<file path="src/rtl/seg_msg_scheduler.sv">
// seg_msg_scheduler: arbitrates alert/status/default messages onto a scanned 4-digit 7-segment display
module seg_msg_scheduler #(
    parameter int HOLD_CYCLES = 1024
) (
    input  logic        segclk,
    input  logic        clr,
    input  logic        req0,
    input  logic [19:0] msg0,
    input  logic        req1,
    input  logic [19:0] msg1,
    input  logic [19:0] default_msg,
    input  logic        blank,
    output logic        grant0,
    output logic        grant1,
    output logic        busy,
    output logic [6:0]  seg,
    output logic [3:0]  an
);
    localparam int CW = HOLD_CYCLES > 1 ? $clog2(HOLD_CYCLES) : 1;
    localparam logic [CW-1:0] CNT_LOAD = CW'(HOLD_CYCLES - 1);

    typedef enum logic [1:0] {IDLE, SHOW0, SHOW1} state_t;

    state_t        state, state_nx;
    logic          pend0, pend1, last;
    logic [19:0]   buf0, buf1, disp;
    logic [CW-1:0] cnt;
    logic [1:0]    idx;
    logic          may_enter, enter0, enter1;
    logic [4:0]    ch;
    logic [6:0]    dec;

    // state register
    always_ff @(posedge segclk or posedge clr)
        if (clr) state <= IDLE;
        else     state <= state_nx;

    // next state: IDLE favours alert; at hold expiry both pending alternate away from the last shown
    always_comb begin
        state_nx = state;
        if (state == IDLE)
            state_nx = pend0 ? SHOW0 : pend1 ? SHOW1 : IDLE;
        else if (cnt == '0)
            state_nx = (pend0 && pend1) ? (last ? SHOW0 : SHOW1) :
                       pend0 ? SHOW0 : pend1 ? SHOW1 : IDLE;
    end

    // a message is loaded whenever a SHOW state is chosen from IDLE or at hold expiry
    always_comb begin
        may_enter = (state == IDLE) || (cnt == '0);
        enter0    = may_enter && (state_nx == SHOW0);
        enter1    = may_enter && (state_nx == SHOW1);
    end

    // grant pulses and busy are registered alongside the state change
    always_ff @(posedge segclk or posedge clr)
        if (clr) begin
            grant0 <= 1'b0;
            grant1 <= 1'b0;
            busy   <= 1'b0;
        end else begin
            grant0 <= enter0;
            grant1 <= enter1;
            busy   <= state_nx != IDLE;
        end

    // hold counter, last-shown requester and the display register
    always_ff @(posedge segclk or posedge clr)
        if (clr) begin
            cnt  <= '0;
            last <= 1'b1;
            disp <= '0;
        end else if (enter0 || enter1) begin
            cnt  <= CNT_LOAD;
            last <= enter1;
            disp <= enter0 ? buf0 : buf1;
        end else if (state == IDLE) begin
            disp <= default_msg;
        end else begin
            cnt  <= cnt - CW'(1);
        end

    // request capture; a new request in the grant cycle keeps the requester pending
    always_ff @(posedge segclk or posedge clr)
        if (clr) begin
            pend0 <= 1'b0;
            pend1 <= 1'b0;
            buf0  <= '0;
            buf1  <= '0;
        end else begin
            pend0 <= req0 | (pend0 & ~enter0);
            pend1 <= req1 | (pend1 & ~enter1);
            if (req0) buf0 <= msg0;
            if (req1) buf1 <= msg1;
        end

    // pick the character for the digit currently being scanned
    always_comb
        ch = idx == 2'd0 ? disp[19:15] :
             idx == 2'd1 ? disp[14:10] :
             idx == 2'd2 ? disp[9:5]   : disp[4:0];

    // character code to active-low segments {g,f,e,d,c,b,a}
    always_comb begin
        case (ch)
            5'd0:    dec = 7'b1000000;
            5'd1:    dec = 7'b1111001;
            5'd2:    dec = 7'b0100100;
            5'd3:    dec = 7'b0110000;
            5'd4:    dec = 7'b0011001;
            5'd5:    dec = 7'b0010010;
            5'd6:    dec = 7'b0000010;
            5'd7:    dec = 7'b1111000;
            5'd8:    dec = 7'b0000000;
            5'd9:    dec = 7'b0010000;
            5'd10:   dec = 7'b1001000;
            5'd11:   dec = 7'b0000110;
            5'd12:   dec = 7'b1001100;
            5'd13:   dec = 7'b0001100;
            5'd14:   dec = 7'b1000111;
            5'd15:   dec = 7'b0001000;
            5'd16:   dec = 7'b0100001;
            5'd17:   dec = 7'b0010001;
            default: dec = 7'b1111111;
        endcase
    end

    // scan one digit per cycle; seg and an are registered together so they never disagree
    always_ff @(posedge segclk or posedge clr)
        if (clr) begin
            idx <= 2'd0;
            seg <= 7'h7F;
            an  <= 4'hF;
        end else begin
            idx <= idx + 2'd1;
            seg <= blank ? 7'h7F : dec;
            an  <= blank ? 4'hF : ~(4'b1000 >> idx);
        end
endmodule

</file>
<file path="config.mk">
export PLATFORM = sky130hd
export DESIGN_NAME = seg_msg_scheduler
export DESIGN_NICKNAME = d
export VERILOG_FILES = /design/src/rtl/seg_msg_scheduler.sv
export SDC_FILE = /design/constraint.sdc
export NUM_CORES = 1
export LEC_CHECK = 0
export CAP_MARGIN = 30
export CORE_AREA = 3 3 98 100
export CTS_CLUSTER_DIAMETER = 30
export DETAILED_ROUTE_END_ITERATION = 6
export DIE_AREA = 0 0 101 103
export GPL_TIMING_DRIVEN = 0
export PLACE_DENSITY = 0.76
export SLEW_MARGIN = 20
export SYNTH_ARGS = -nofsm -noshare
export SYNTH_HDL_FRONTEND = slang
export SYNTH_SLANG_ARGS = --single-unit
</file>
<file path="constraint.sdc">
create_clock -name segclk -period 4.4 [get_ports segclk]
set_input_delay 0.88 -clock segclk [delete_from_list [all_inputs] [get_ports segclk]]
set_output_delay 0.88 -clock segclk [all_outputs]
set_load 0.05 [all_outputs]
</file>
# --- After elaboration in Yosys (flattened, before gate mapping) ---
# Memory sizes are Yosys's and may differ from the RTL's.
# Cells that the tools add are included.
word_totals:
  n_memories: 1
  inputBits: 65
  ff_bits: 91
  rom_bits: 224
  out_inout_bits: 14
  word_cells: 56
classes:
  n_reduce_logical: 10
  bitwise: 7
  shift: 1
  mux: 16
  n_eq_ne: 5
  add_sub_neg: 2
mem_list:
  columns: ["name", "depth", "word_bits", "rd", "rd_ports_with_merged_regs", "wr", "line", "source"]
  rows:
  - ["(no name shown)", 32, 7, 1, 0, 0, "105", "case (ch)"]
op_table:
  columns: ["op", "n"]
  rows:
  - ["$mux 20", 3]
  - ["$mux 10", 2]
  - ["$mux 5", 3]
  - ["$mux 2", 6]
  - ["$logic_not 10->1", 1]
  - ["$sub 10x1->10 const B", 1]
  - ["$mux 7", 1]
  - ["$eq 2x1->1 const B", 2]
  - ["$eq 2x2->1 const B", 2]
  - ["$logic_not 2->1", 2]
  - ["$mux 4", 1]
  - ["$not 4->4", 1]
  - ["$reduce_bool 2->1", 2]
  - ["$shr 4x2->4 const A", 1]
  - ["$logic_and 1x1->1", 3]
  - ["$add 2x1->2 const B", 1]
  - ["$and 1x1->1", 2]
  - ["$logic_or 1x1->1", 2]
  - ["$ne 2x1->1 const B", 1]
  - ["$not 1->1", 2]
  - ["$or 1x1->1", 2]

# --- Logic depth before layout (Yosys ltp) ---
depth:
  depth_word: 10
  ltp_mapped: 11
  mapped_depth_nobuf: 9

# --- Least setup slack after synthesis ---
# OpenSTA, ideal clock, no wires.
synth_timing:
  path_kind: "register -> register"
  from: "reg idx[0]"
  to: "reg seg[5]"
  slack_ns: 1.960
  path_stages_with_launch: 11
  arrival_ns: 2.359
  setup_ns: 0.082
  t_required_ns: 4.318
  period_less_slack_ns: 2.440
  n_path_buf: 2
  cell_sequence: "dfrtp_1 > inv_1 > ha_1 > buf_2 > buf_1 > or2_2 > o221ai_1 > inv_1 > ha_1 > o211a_1 > a211o_1"
synth_via:
  elab_chain_len: 6
  word_cells_on_any_way: 8
  classes_between: "eq/ne (2); mux (4); reduce/logical (1); memory (1)"
synth_rtl:
  columns: ["item", "line", "source"]
  rows:
  - ["from (decl)", "28", "logic [1:0] idx;"]
  - ["from (signal assigned)", "135", "idx <= idx + 2'd1;"]
  - ["$eq 2x2->1", "101", "idx == 2'd2 ? disp[9:5] : disp[4:0];"]
  - ["$mux 5", "101", null]
  - ["$mux 5", "100", "idx == 2'd1 ? disp[14:10] :"]
  - ["$mux 5 (*)", "99", "ch = idx == 2'd0 ? disp[19:15] :"]
  - ["$mem_v2 32x7 (*)", null, null]
  - ["$mux 7 (*)", "136", "seg <= blank ? 7'h7F : dec;"]
  - ["to (signal assigned)", "136", null]
  - ["to (decl)", "16", "output logic [6:0] seg,"]
# Mark *: on every way between the ends. The rest lies on a longest branch, timed or not.
# A chain may end at the register's enable or synchronous reset.

# --- Worst setup path in the final report ---
# Same ends and word-level chain as after synthesis.

==> flow_summary.toml <==
[die]
initial_core_utilization_pct = 50.1
die-area_sq_um = 10400
io_pins = 79
core_sq_um = 8760
die_height_microns = 103
die_width_microns = 101
std_cell_rows = 34

[cts]
tritoncts = "built"
numClockSinks = 91
tritoncts.num_buffers = 9
clock_tree.htree_level_count = 3
ctsResizeCount = 0
hold_buffers = 0
cts.path.max_buffers = 2
cts.clk_slew.worst_paths_ps = 90
clock-root-buffer = "clkbuf_8"
worstSkewPairLatency_ps = 360
post_cts_buffers = 0

[critical_path]
slowest_stage = "o221ai_1"
crit_arrival_ps = 3110
crit_path_cell_trace = "inv_1 -> ha_1 -> buf_2 -> buf_1 -> or2_2 -> o221ai_1 -> inv_1 -> ha_1 -> o211a_1 -> a211o_1"
worst_path_largest_cell_delay_ps = 410
worstSetupEndpointType = "flip-flop"
worstSetupPathType = "reg -> reg"
critical_path_peak_fanout = 10
crit_path_required_time_ps = 4690
setup.worst_path.start_class = "flip-flop"

[worst_hold_path]
hold_path.class = "reg -> reg"

[route]
routedWlPerCell_microns = 16.4
final_wirelength_microns = 9900
drt.antenna.violating_nets = 0
routed-via-count = 3359
vias_per_cell = 5.55
firstDrtPassIters = 5
detail_route.drc_violations = 0
first_iter_violations = 165

[power]
seqPwrFrac_pct = 53.2
swShare_pct = 25.0
power.internal_mw = 1.30
power.ir.vdd_worst_uv = 202
power_switching_mw = 0.432
lkg_pwr_nw = 2.30
power.density_nw_per_um2 = 312
clkPwrFrac_pct = 34.2
combPwrFrac_pct = 12.6

[global_routing]
first_global_vias = 3440
grt_overflow_total = 0
number_of_antenna_violations_at_the_first_check_in_global_routing = 0
grt_util_all_layers_pct = 20.3
grt_first_pass_wirelength_microns = 16600
grt_start_max_net_pins = 57

[timing]
timing_max_transition_violations_final = 0
unrepaired_setup_endpoints_after_global_routing = "no"
tightest_slew_ps = 1010
hold_slack_ps = 515
maxClockFrequency_mhz = 356
hold_viol = 0
finalSetupViolations = 0
maxSlewHeadroom_pct = 33.0
finalClockSkew_ps = 9.53
finalCriticalPeriod_ps = 2810
period_share_pct = 63.9

[cells_and_area]
proportion_of_layout_cells_with_a_drive_suffix_above_1_pct = 18.5
finish.instance_area_sq_um = 5550
fillers = 715
final_common_cell = "nand2_1"
count_of_inserted_antenna_diode_cells = 0
areaGrowthSynthToFinish_pct = 26.3
num-nets-final = 570
post_layout_nonfiller_instances = 605
most_frequent_cells_in_the_layout = "nand2_1 (80), dfrtp_1 (79), clkdlybuf4s50_1 (78)"

[synth]
yosys_register_bits = 91
yosys_warnings = 0
post_synth.cell_area_avg_sq_um = 10.9
postSynthCellCount = 402
post_synth_num_cell_types = 52
synth-edff-count = 0
synth.cell_area_sq_um = 4390
synthArstFlopShare_pct = 100
post_synth_net_total = 480
ys_seq_area_share_pct = 52.2
dominantRegCellSynth = "dfrtp_1"

[placed_design]
globalplace.congestion = 0.826
post-place-cells = 589
detailed_place_hpwl_microns = 7420
io_buffers = 78
dpl_cell_area_sq_um = 5340

[outcome]
outcome = "finished, final reports clean"

[flow_run]
cap_viol_max_count = 0
==> power groups by stage <==
stage,clock network (mW),logic [mW],registers [mW]
finish,0.592,0.217,0.921
global route,0.634,0.237,0.928
CTS,0.606,0.220,0.921
detailed placement,0,0.220,0.937
global placement,0,0.210,0.934
floorplan,0,0.100,0.951
==> layer usage <==
metal | share of wire, % | GRT usage, % | wire (microns)
met5 | 0 | 0 | 0
met4 | 1.8 | 7.87 | 180
met3 | 4.6 | 3.04 | 454
met2 | 49 | 32.9 | 4880
met1 | 44 | 27.7 | 4390
==> per-stage QoR <==
step | TNS (ps) | setup slack [ps] | utilization, % | total power [mW]
CTS | 0 | 1600 | 63.3 | 1.75
floorplan | 0 | 1180 | - | 1.05
detailed placement | 0 | 1630 | 60.9 | 1.16
finish | 0 | 1590 | 63.3 | 1.73
global placement | -9970 | -132 | 60.6 | 1.14
global route | 0 | 1460 | 63.3 | 1.80
==> final cells by class <==
type | instances | area (sq um) | area share [%]
clock inverters | 6 | 72.6 | 1.31
repair buffers | 79 | 808 | 14.6
inverters | 16 | 62.6 | 1.13
well taps | 108 | 135 | 2.43
plain buffers | 23 | 106 | 1.92
clock buffers | 10 | 138 | 2.48
flip-flops and latches | 91 | 2290 | 41.3
multi-input cells | 272 | 1940 | 34.9
==> synthesized netlist by cell type, drive strengths merged (3+ instances only) <==
cell type	n	area, sq um
ha	13	163
nor3b	5	37.5
xnor2	5	43.8
buf	10	57.6
nor2	7	28.8
nand2	81	307
dfrtp	79	1980
nor4	4	25.0
a221oi	3	50.1
a21oi	25	125
clkbuf	13	48.8
a32oi	20	175
nand3	5	25.0
mux2i	6	60.1
nand2b	7	43.8
inv	16	60.1
mux2	43	484
dfstp	12	315
a211oi	4	30.0
nor3	3	15.0
o21ai	11	55.1
==> flip-flops by register name, summed over array words and instances, names as in the netlist, 2 cells and up <==
| register | flops |
|---|---|
| cnt | 10 |
| buf1 | 20 |
| disp | 20 |
| idx | 2 |
| state | 2 |
| seg | 7 |
| buf0 | 20 |
| an | 4 |
==> critical path, delay by kind of cell, from the launching register on <==
family                     cells  cell delay, ps
DFF                            1             390
buffers and inverters          4             640
AOI/OAI and AO/OA              3             910
adders and majority gates      2             440
and+or+nand+nor                1             350
==> cell families (layout without fill, tap and decap cells) <==
logic type,count (synthesis),count (layout),share of synthesized area (%)
AO/OA/AOI/OAI,78,78,13.3
XOR/XNOR,7,7,1.40
adder cells (fa/ha/maj),13,13,3.70
buffers and inverters,39,134,3.79
flip-flops,91,91,52.2
multiplexers,49,49,12.4
AND/OR/NAND/NOR,125,125,13.2
==> final timing paths <==
| path | start | endpoint | slack (ps) | cells after the start |
|---|---|---|---|---|
| hold / removal | buf0[0]$_DFFE_PP0P_ | buf0[0]$_DFFE_PP0P_ | 510 | 1 |
| setup / recovery | idx[0]$_DFF_PP0_ | seg[5]$_DFF_PP1_ | 1590 | 10 |
| max in group asynchronous | clr | buf1[13]$_DFFE_PP0P_ | 2890 | 3 |
| min in group asynchronous | clr | cnt[6]$_DFFE_PP0P_ | 900 | 2 |
| setup reg to reg | idx[0]$_DFF_PP0_ | seg[5]$_DFF_PP1_ | 1590 | 10 |
| hold reg to reg | buf0[0]$_DFFE_PP0P_ | buf0[0]$_DFFE_PP0P_ | 510 | 1 |
Power figures use the tool's default switching activity.
